**src/rtl/cycle_counter_if.sv**
```systemverilog
// Handshake and data bundle between a control unit and cycle_counter.
// The master side drives start/stop/enable and the run parameters; the slave side reports count and status.
interface cycle_counter_if #(
    parameter int WIDTH = 4
);
    logic             start;
    logic             stop;
    logic             enable;
    logic             mode;
    logic             dir;
    logic [WIDTH-1:0] limit;
    logic [WIDTH-1:0] cont;
    logic             rco;
    logic             busy;
    logic             done;

    modport master (
        output start, stop, enable, mode, dir, limit,
        input  cont, rco, busy, done
    );

    modport slave (
        input  start, stop, enable, mode, dir, limit,
        output cont, rco, busy, done
    );
endinterface

```
**src/rtl/cycle_counter.sv**
```systemverilog
// Modulo / one-shot cycle counter with start/stop/busy/done handshake for multi-cycle control sequencing.
// Define CYCLE_COUNTER_DOWN_EN to honour the dir input (down-counting from limit); otherwise up-count only.
module cycle_counter #(
    parameter int WIDTH = 4
) (
    input  logic           clk,
    input  logic           rst,
    cycle_counter_if.slave cc
);

    // state  | meaning
    // S_IDLE | stopped, cont holds last value
    // S_RUN  | counting on enabled cycles, busy high
    // S_DONE | one-shot finished, done high until start/stop
    typedef enum logic [1:0] {
        S_IDLE = 2'b00,
        S_RUN  = 2'b01,
        S_DONE = 2'b10
    } state_t;

    state_t           state_q, state_d;
    logic [WIDTH-1:0] cont_q, cont_d;
    logic [WIDTH-1:0] limit_q, limit_d;
    logic             mode_q, mode_d;
    logic             rco_q, rco_d;
    logic             done_q, done_d;
    logic             busy_q, busy_d;
    logic             dir_q;

    logic             state_legal;
    logic             start_ok;
    logic             at_term;
    logic [WIDTH-1:0] reload_val;
    logic [WIDTH-1:0] step_val;
    logic [WIDTH-1:0] load_val;

`ifdef CYCLE_COUNTER_DOWN_EN
    logic dir_d;

    always_comb begin
        dir_d = dir_q;
        if (start_ok) begin
            dir_d = cc.dir;
        end
    end

    always_ff @(posedge clk or posedge rst) begin
        if (rst) begin
            dir_q <= 1'b0;
        end else begin
            dir_q <= dir_d;
        end
    end

    assign step_val = dir_q ? (cont_q - WIDTH'(1)) : (cont_q + WIDTH'(1));
    assign load_val = cc.dir ? cc.limit : {WIDTH{1'b0}};
`else
    logic dir_unused;

    assign dir_unused = cc.dir;
    assign dir_q      = 1'b0;
    assign step_val   = cont_q + WIDTH'(1);
    assign load_val   = {WIDTH{1'b0}};
`endif

    assign state_legal = (state_q == S_IDLE) || (state_q == S_RUN) || (state_q == S_DONE);
    assign start_ok    = cc.start && !cc.stop && state_legal;
    assign at_term     = (cont_q == (dir_q ? {WIDTH{1'b0}} : limit_q));
    assign reload_val  = dir_q ? limit_q : {WIDTH{1'b0}};

    always_ff @(posedge clk or posedge rst) begin
        if (rst) begin
            state_q <= S_IDLE;
        end else begin
            state_q <= state_d;
        end
    end

    always_comb begin
        state_d = state_q;
        case (state_q)
            S_IDLE, S_DONE: begin
                if (cc.start) begin
                    state_d = S_RUN;
                end
            end
            S_RUN: begin
                if (cc.start) begin
                    state_d = S_RUN;
                end else if (cc.enable && at_term && mode_q) begin
                    state_d = S_DONE;
                end
            end
            default: state_d = S_IDLE;
        endcase
        if (cc.stop) begin
            state_d = S_IDLE;
        end
    end

    always_comb begin
        cont_d  = cont_q;
        limit_d = limit_q;
        mode_d  = mode_q;
        rco_d   = 1'b0;
        done_d  = done_q;
        if (cc.stop || !state_legal) begin
            done_d = 1'b0;
        end else if (start_ok) begin
            limit_d = cc.limit;
            mode_d  = cc.mode;
            cont_d  = load_val;
            done_d  = 1'b0;
        end else if (state_q == S_RUN && cc.enable) begin
            if (at_term) begin
                cont_d = reload_val;
                rco_d  = 1'b1;
                if (mode_q) begin
                    done_d = 1'b1;
                end
            end else begin
                cont_d = step_val;
            end
        end
        busy_d = (state_d == S_RUN);
    end

    always_ff @(posedge clk or posedge rst) begin
        if (rst) begin
            cont_q  <= {WIDTH{1'b0}};
            limit_q <= {WIDTH{1'b0}};
            mode_q  <= 1'b0;
            rco_q   <= 1'b0;
            done_q  <= 1'b0;
            busy_q  <= 1'b0;
        end else begin
            cont_q  <= cont_d;
            limit_q <= limit_d;
            mode_q  <= mode_d;
            rco_q   <= rco_d;
            done_q  <= done_d;
            busy_q  <= busy_d;
        end
    end

    assign cc.cont = cont_q;
    assign cc.rco  = rco_q;
    assign cc.busy = busy_q;
    assign cc.done = done_q;

endmodule

```
**src/flat_wrapper.sv**
```systemverilog
// flat-port wrapper written by rule: the top's interface ports become plain ports
module cycle_counter_flat 
#(
    parameter int WIDTH = 4
)
  (clk, rst, cc_start, cc_stop, cc_enable, cc_mode, cc_dir, cc_limit, cc_cont, cc_rco, cc_busy, cc_done);
  cycle_counter_if #(.WIDTH(WIDTH)) cc_i ();
  input  logic clk;
  input  logic rst;
  input wire logic [$bits(cc_i.start)-1:0] cc_start;
  input wire logic [$bits(cc_i.stop)-1:0] cc_stop;
  input wire logic [$bits(cc_i.enable)-1:0] cc_enable;
  input wire logic [$bits(cc_i.mode)-1:0] cc_mode;
  input wire logic [$bits(cc_i.dir)-1:0] cc_dir;
  input wire logic [$bits(cc_i.limit)-1:0] cc_limit;
  output wire logic [$bits(cc_i.cont)-1:0] cc_cont;
  output wire logic [$bits(cc_i.rco)-1:0] cc_rco;
  output wire logic [$bits(cc_i.busy)-1:0] cc_busy;
  output wire logic [$bits(cc_i.done)-1:0] cc_done;
  assign cc_i.start = cc_start;
  assign cc_i.stop = cc_stop;
  assign cc_i.enable = cc_enable;
  assign cc_i.mode = cc_mode;
  assign cc_i.dir = cc_dir;
  assign cc_i.limit = cc_limit;
  assign cc_cont = cc_i.cont;
  assign cc_rco = cc_i.rco;
  assign cc_busy = cc_i.busy;
  assign cc_done = cc_i.done;
  cycle_counter #(.WIDTH(WIDTH)) u_core (.clk(clk), .rst(rst), .cc(cc_i));
endmodule
```
**config.mk**
```make
export PLATFORM = sky130hd
export DESIGN_NAME = cycle_counter_flat
export DESIGN_NICKNAME = d
export VERILOG_FILES = /design/src/rtl/cycle_counter_if.sv /design/src/rtl/cycle_counter.sv /design/src/flat_wrapper.sv
export SDC_FILE = /design/constraint.sdc
export NUM_CORES = 1
export LEC_CHECK = 0
export CAP_MARGIN = 20
export CELL_PAD_IN_SITES_DETAIL_PLACEMENT = 1
export CELL_PAD_IN_SITES_GLOBAL_PLACEMENT = 2
export CORE_ASPECT_RATIO = 1.1
export CORE_MARGIN = 2
export CORE_UTILIZATION = 29
export DETAILED_ROUTE_END_ITERATION = 8
export GPL_TIMING_DRIVEN = 1
export PLACE_DENSITY = 0.71
export SLEW_MARGIN = 20
export SYNTH_ARGS = -nofsm -noshare
export SYNTH_HDL_FRONTEND = slang
export SYNTH_SLANG_ARGS = --single-unit
```
**constraint.sdc**
```tcl
create_clock -name clk -period 1.5 [get_ports clk]
set_input_delay 0.225 -clock clk [delete_from_list [all_inputs] [get_ports clk]]
set_output_delay 0.225 -clock clk [all_outputs]
set_load 0.01 [all_outputs]
```
# After elaboration in Yosys (flattened, before gate mapping)
# Cells that the tools add are included.
[word_totals]
regBits = 14
input_bits = 11
output_inout_bits = 7
wordCells = 49
[op_classes]
n_addsub = 1
n_eq_ne = 4
n_mux = 17
bitwise_logic = 1
n_reduce_logical = 19
[ops]
columns = ["op", "n"]
rows = [
  ["$mux W4", 3],
  ["$mux W1", 9],
  ["$reduce_bool A3 Y1", 3],
  ["$mux W2", 4],
  ["$logic_and A1 B1 Y1", 5],
  ["$add A4 B1 Y4 const B", 1],
  ["$eq A2 B1 Y1 const B", 2],
  ["$eq A4 B4 Y1", 1],
  ["$pmux W2 S2", 1],
  ["$reduce_and A2 Y1", 2],
  ["$logic_or A1 B1 Y1", 3],
  ["$reduce_and A3 Y1", 1],
  ["$eq A2 B2 Y1 const B", 1],
  ["$logic_not A1 Y1", 2],
  ["$logic_not A2 Y1", 1],
  ["$reduce_bool A2 Y1", 1],
  ["$reduce_or A2 Y1", 1],
  ["$not A1 Y1", 1],
]

# Depth between registers and ports, before layout
[depth]
depth_word = 8
mapped_depth = 5
mapped_depth_nobuf = 4

# Least setup slack after synthesis
# No wires, ideal clock.
[synth_path]
path_type = "register to register"
from = "reg u_core.cont_q[0], in the netlist u_core.cc.cont[0]"
to = "reg u_core.busy_q, in the netlist u_core.cc.busy"
setup_time_ps = 130
arrival_time_ps = 1088
required_ps = 1370
setup_slack_ps = 282
stages_incl_launch_ff = 5
path_buffers = 0
period_less_slack_ps = 1218
path_cell_list = "dfrtp_1 -> xnor2_1 -> nand4_2 -> nor2_2 -> o41ai_1"
[synth_between]
elab_chain_cells = 8
[synth_rtl]
columns = ["element", "line_no", "source"]
rows = [
  ["from (decl)", "cycle_counter.sv:22", "logic [WIDTH-1:0] cont_q, cont_d;"],
  ["from (signal assigned)", "cycle_counter.sv:130", "cont_q <= {WIDTH{1'b0}};"],
  ["from (signal assigned)", "cycle_counter.sv:137", "cont_q <= cont_d;"],
  ["$eq A4 B4 Y1", "cycle_counter.sv:68", "assign at_term = (cont_q == (dir_q ? {WIDTH{1'b0}} : limit_q));"],
  ["$logic_and A1 B1 Y1 (2 in series)", "cycle_counter.sv:90", "end else if (cc.enable && at_term && mode_q) begin"],
  ["$mux W2", "cycle_counter.sv:90", ""],
  ["$mux W2", "cycle_counter.sv:88", "if (cc.start) begin"],
  ["$pmux W2 S2", "cycle_counter.sv:81", "case (state_q)"],
  ["$mux W2", "cycle_counter.sv:96", "if (cc.stop) begin"],
  ["$eq A2 B1 Y1", "cycle_counter.sv:125", "busy_d = (state_d == S_RUN);"],
  ["named net u_core.busy_d", "cycle_counter.sv:27", "logic busy_q, busy_d;"],
  ["to (signal assigned)", "cycle_counter.sv:142", "busy_q <= busy_d;"],
  ["to (decl)", "cycle_counter.sv:27", ""],
]
# The timed path passes the listed nets, and every way through them passes these cells.
# A chain may end at the register's enable or synchronous reset.

# Worst setup path after layout
[layout_path]
from = "reg u_core.cont_q[1], in the netlist u_core.cc.cont[1]"
to = "out cc_cont[1]"
[layout_lines]
columns = ["element", "line_no", "source"]
rows = [
  ["to (decl)", "flat_wrapper.sv:16", "output wire logic [$bits(cc_i.cont)-1:0] cc_cont;"],
]
# No word-level cell between the ends.

==> results.toml <==
[status]
status = "completed"

[final_layout]
drive_gt1_share_pct = 25.29
final_common_cell = "clkdlybuf4s50_1"
layout.core_utilization_pct = 44.33
insertedDiodeCount = 0
layout.nets = 100
postLayoutCellArea_sq_um = 988.4
area_growth_pct = 46.03
layout_common_cells = "clkdlybuf4s50_1 (14), dfrtp_1 (12), buf_4 (11)"

[route]
vias = 573
wl_microns = 1464
drcViolationCount = 0
antenna_left = 0
viasPerCell = 4.897
drtPass1Iterations = 2
drt_iter0_drc = 2
wl_per_cell_microns = 12.51

[synthesis]
synth_top_area_share_pct = 51.76
yosys-top-cells-area = "dfrtp_1 (52%), xnor2_1 (5.2%), mux2_1 (5.0%), mux2_2 (3.3%), nand3_1 (3.0%)"
yosys.area.top_type = "dfrtp_1"
synth_nets = 70
synth.yosys.seq_area_share_pct = 51.76
yosysUniqueCellTypes = 27
yosysWarnings = 0
syn-instance-count = 58
avgSynthCellArea_sq_um = 11.67
ys_ff_latch = 14
synth_area_sq_um = 676.9

[timing]
finalHoldViolations = 0
period_needed_ps = 1421
slew_viol_final = 0
period_share_pct = 94.71
tns_ps = 0
rsz0062_at_grt = "false"
fin_skew_ps = 5.599
setup_ws_ps = 79.37
maxSlewHeadroom_pct = 81.33
max_freq_mhz = 703.9
setup_viol = 0
tightest_slew_ps = 276.4

[power]
peakVddDrop_mv = 0.6369
powerDensity_nw_per_um2 = 1067
leakage_nw = 0.4238
power_w = 0.001054

[clock_network]
clock_sinks = 14
clockBufferDepth = 2
cts_tree = "done"
cts_max_level = 1
ctsHoldBuffers = 0
cts_made_buffers = 3
clock_latency_ps = 280
clk_pin_slew_ps = 90
clockRootBuffer = "clkbuf_4"

[global_routing]
grt_usage_pct = 12.98
grt_start_max_net_pins = 15
antenna_found_initial = 0
grt_pass1_vias = 581
grt_first_pass_wirelength_microns = 2587
grt.overflow.total = 0

[worst_setup_path]
critPathLaunchType = "flop"
critical_path.max_stage_delay_ps = 540
endpoint_kind = "output pin"
reg2reg_to = "u_core.cc.busy$_DFF_PP0_"
required_ps = 1270
r2r_start = "u_core.cc.cont[1]$_DFFE_PP0P_"
slowest_stage = "clkdlybuf4s50_1"
cp_max_fo = 2
critical_path_class = "flop to output pin"
worst-path-buf-inv = 1
crit_arrival_ps = 1200
path_delay_family = "buffers and inverters"
worstPathCellList = "clkdlybuf4s50_1"
reg2reg_slack_ps = 100
reg2reg_depth = 5

[place]
place_area_sq_um = 917.1
place_congestion = 0.7472
numPortBuffers = 16
place_ws_ps = -41.43
dp_hpwl_microns = 1107

[flow_run]
drv_cap = 0

[floorplan]
coreArea_sq_um = 2230
start_util_pct = 30.36
die_area_sq_um = 2737
die_h_microns = 54.67
core.rowCount = 18
fp.dieW_microns = 50.07
boundaryPins = 18

[hold_path]
hp-class = "input pin to async pin"
Yosys cell counts (all sizes together):
cell type / instances
a21o: 1
a211oi: 1
nor4: 1
inv: 2
a22o: 1
o41ai: 2
nor2b: 1
nand2: 4
nor3b: 1
and2: 1
a32o: 1
o21ai: 2
xnor2: 4
mux2: 5
dfrtp: 14
nor3: 2
a21boi: 1
nand3: 4
ha: 1
nor2: 1
nand4: 2
nand3b: 2
nand4bb: 1
nor4b: 1
buf: 2
through the flow:
stage	instances	hold slack (ps)
floorplan	58	114.2
global placement	109	482.9
detailed placement	109	494.2
CTS	117	244.7
global route	117	279.0
finish	117	242.5
report_power, final:
group | internal, W | total, W | switching [W] | leakage, nW
logic | 0.000179 | 0.000314 | 0.000135 | 0.229
clock network | 0.000148 | 0.000269 | 0.000121 | 0.0210
registers | 0.000429 | 0.000472 | 0.0000430 | 0.174
total | 0.000756 | 0.00105 | 0.000299 | 0.424
flip-flops by register name, summed over array words and instances, names as in the netlist:
signal          count
u_core.cc.rco       1
u_core.mode_q       1
u_core.cc.busy      1
u_core.limit_q      4
u_core.cc.done      1
u_core.cc.cont      4
u_core.state_q      2
how the worst max path moves through the flow:
stage,start,end,slack (ps),depth (start not counted)
6_report,u_core.cc.cont[1]$_DFFE_PP0P_,cc_cont[1],80,1
5_1_grt,u_core.cc.cont[1]$_DFFE_PP0P_,u_core.cc.busy$_DFF_PP0_,9,5
4_1_cts,u_core.cc.cont[3]$_DFFE_PP0P_,u_core.cc.busy$_DFF_PP0_,70,5
3_5_place_dp,cc_stop,u_core.cc.cont[3]$_DFFE_PP0P_,-40,6
3_3_place_gp,cc_stop,u_core.cc.cont[2]$_DFFE_PP0P_,3,6
2_1_floorplan,u_core.cc.cont[0]$_DFFE_PP0P_,u_core.cc.busy$_DFF_PP0_,280,4
area by class of cell:
class / instances / area (sq um)
multi-input combinational: 40 / 314.1
clock buffer: 4 / 36.28
sequential: 14 / 352.8
timing repair buffer: 27 / 240.2
fill: 243 / 1241
tap: 30 / 37.54
inverter: 2 / 7.507
cell families after synthesis:
| group | synth area share [%] |
|---|---|
| AOI/OAI and AO/OA | 10.17 |
| xor gates and xnor gates | 5.175 |
| DFF | 51.76 |
| and+or+nand+nor | 20.15 |
| muxes | 8.317 |
| adders and majority gates | 1.848 |
| buffers and inverters | 2.588 |
timing repair:
action | 4_1_cts | 5_1_grt
pin swaps | 0 | 2
endpoints found under the hold margin | 0 | 0
buffers inserted | 4 | 0
setup endpoints to repair | 4 | 4
gates resized for setup | 4 | 1
routing by layer:
layer	vias up	track usage, %	part of all wire [%]
met5	-	0	0
met4	0	6.944	0.89
met3	2	3.279	4.8
met2	11	21.71	49
met1	284	15.49	45
li1	276	-	-
Power figures use the tool's default switching activity.
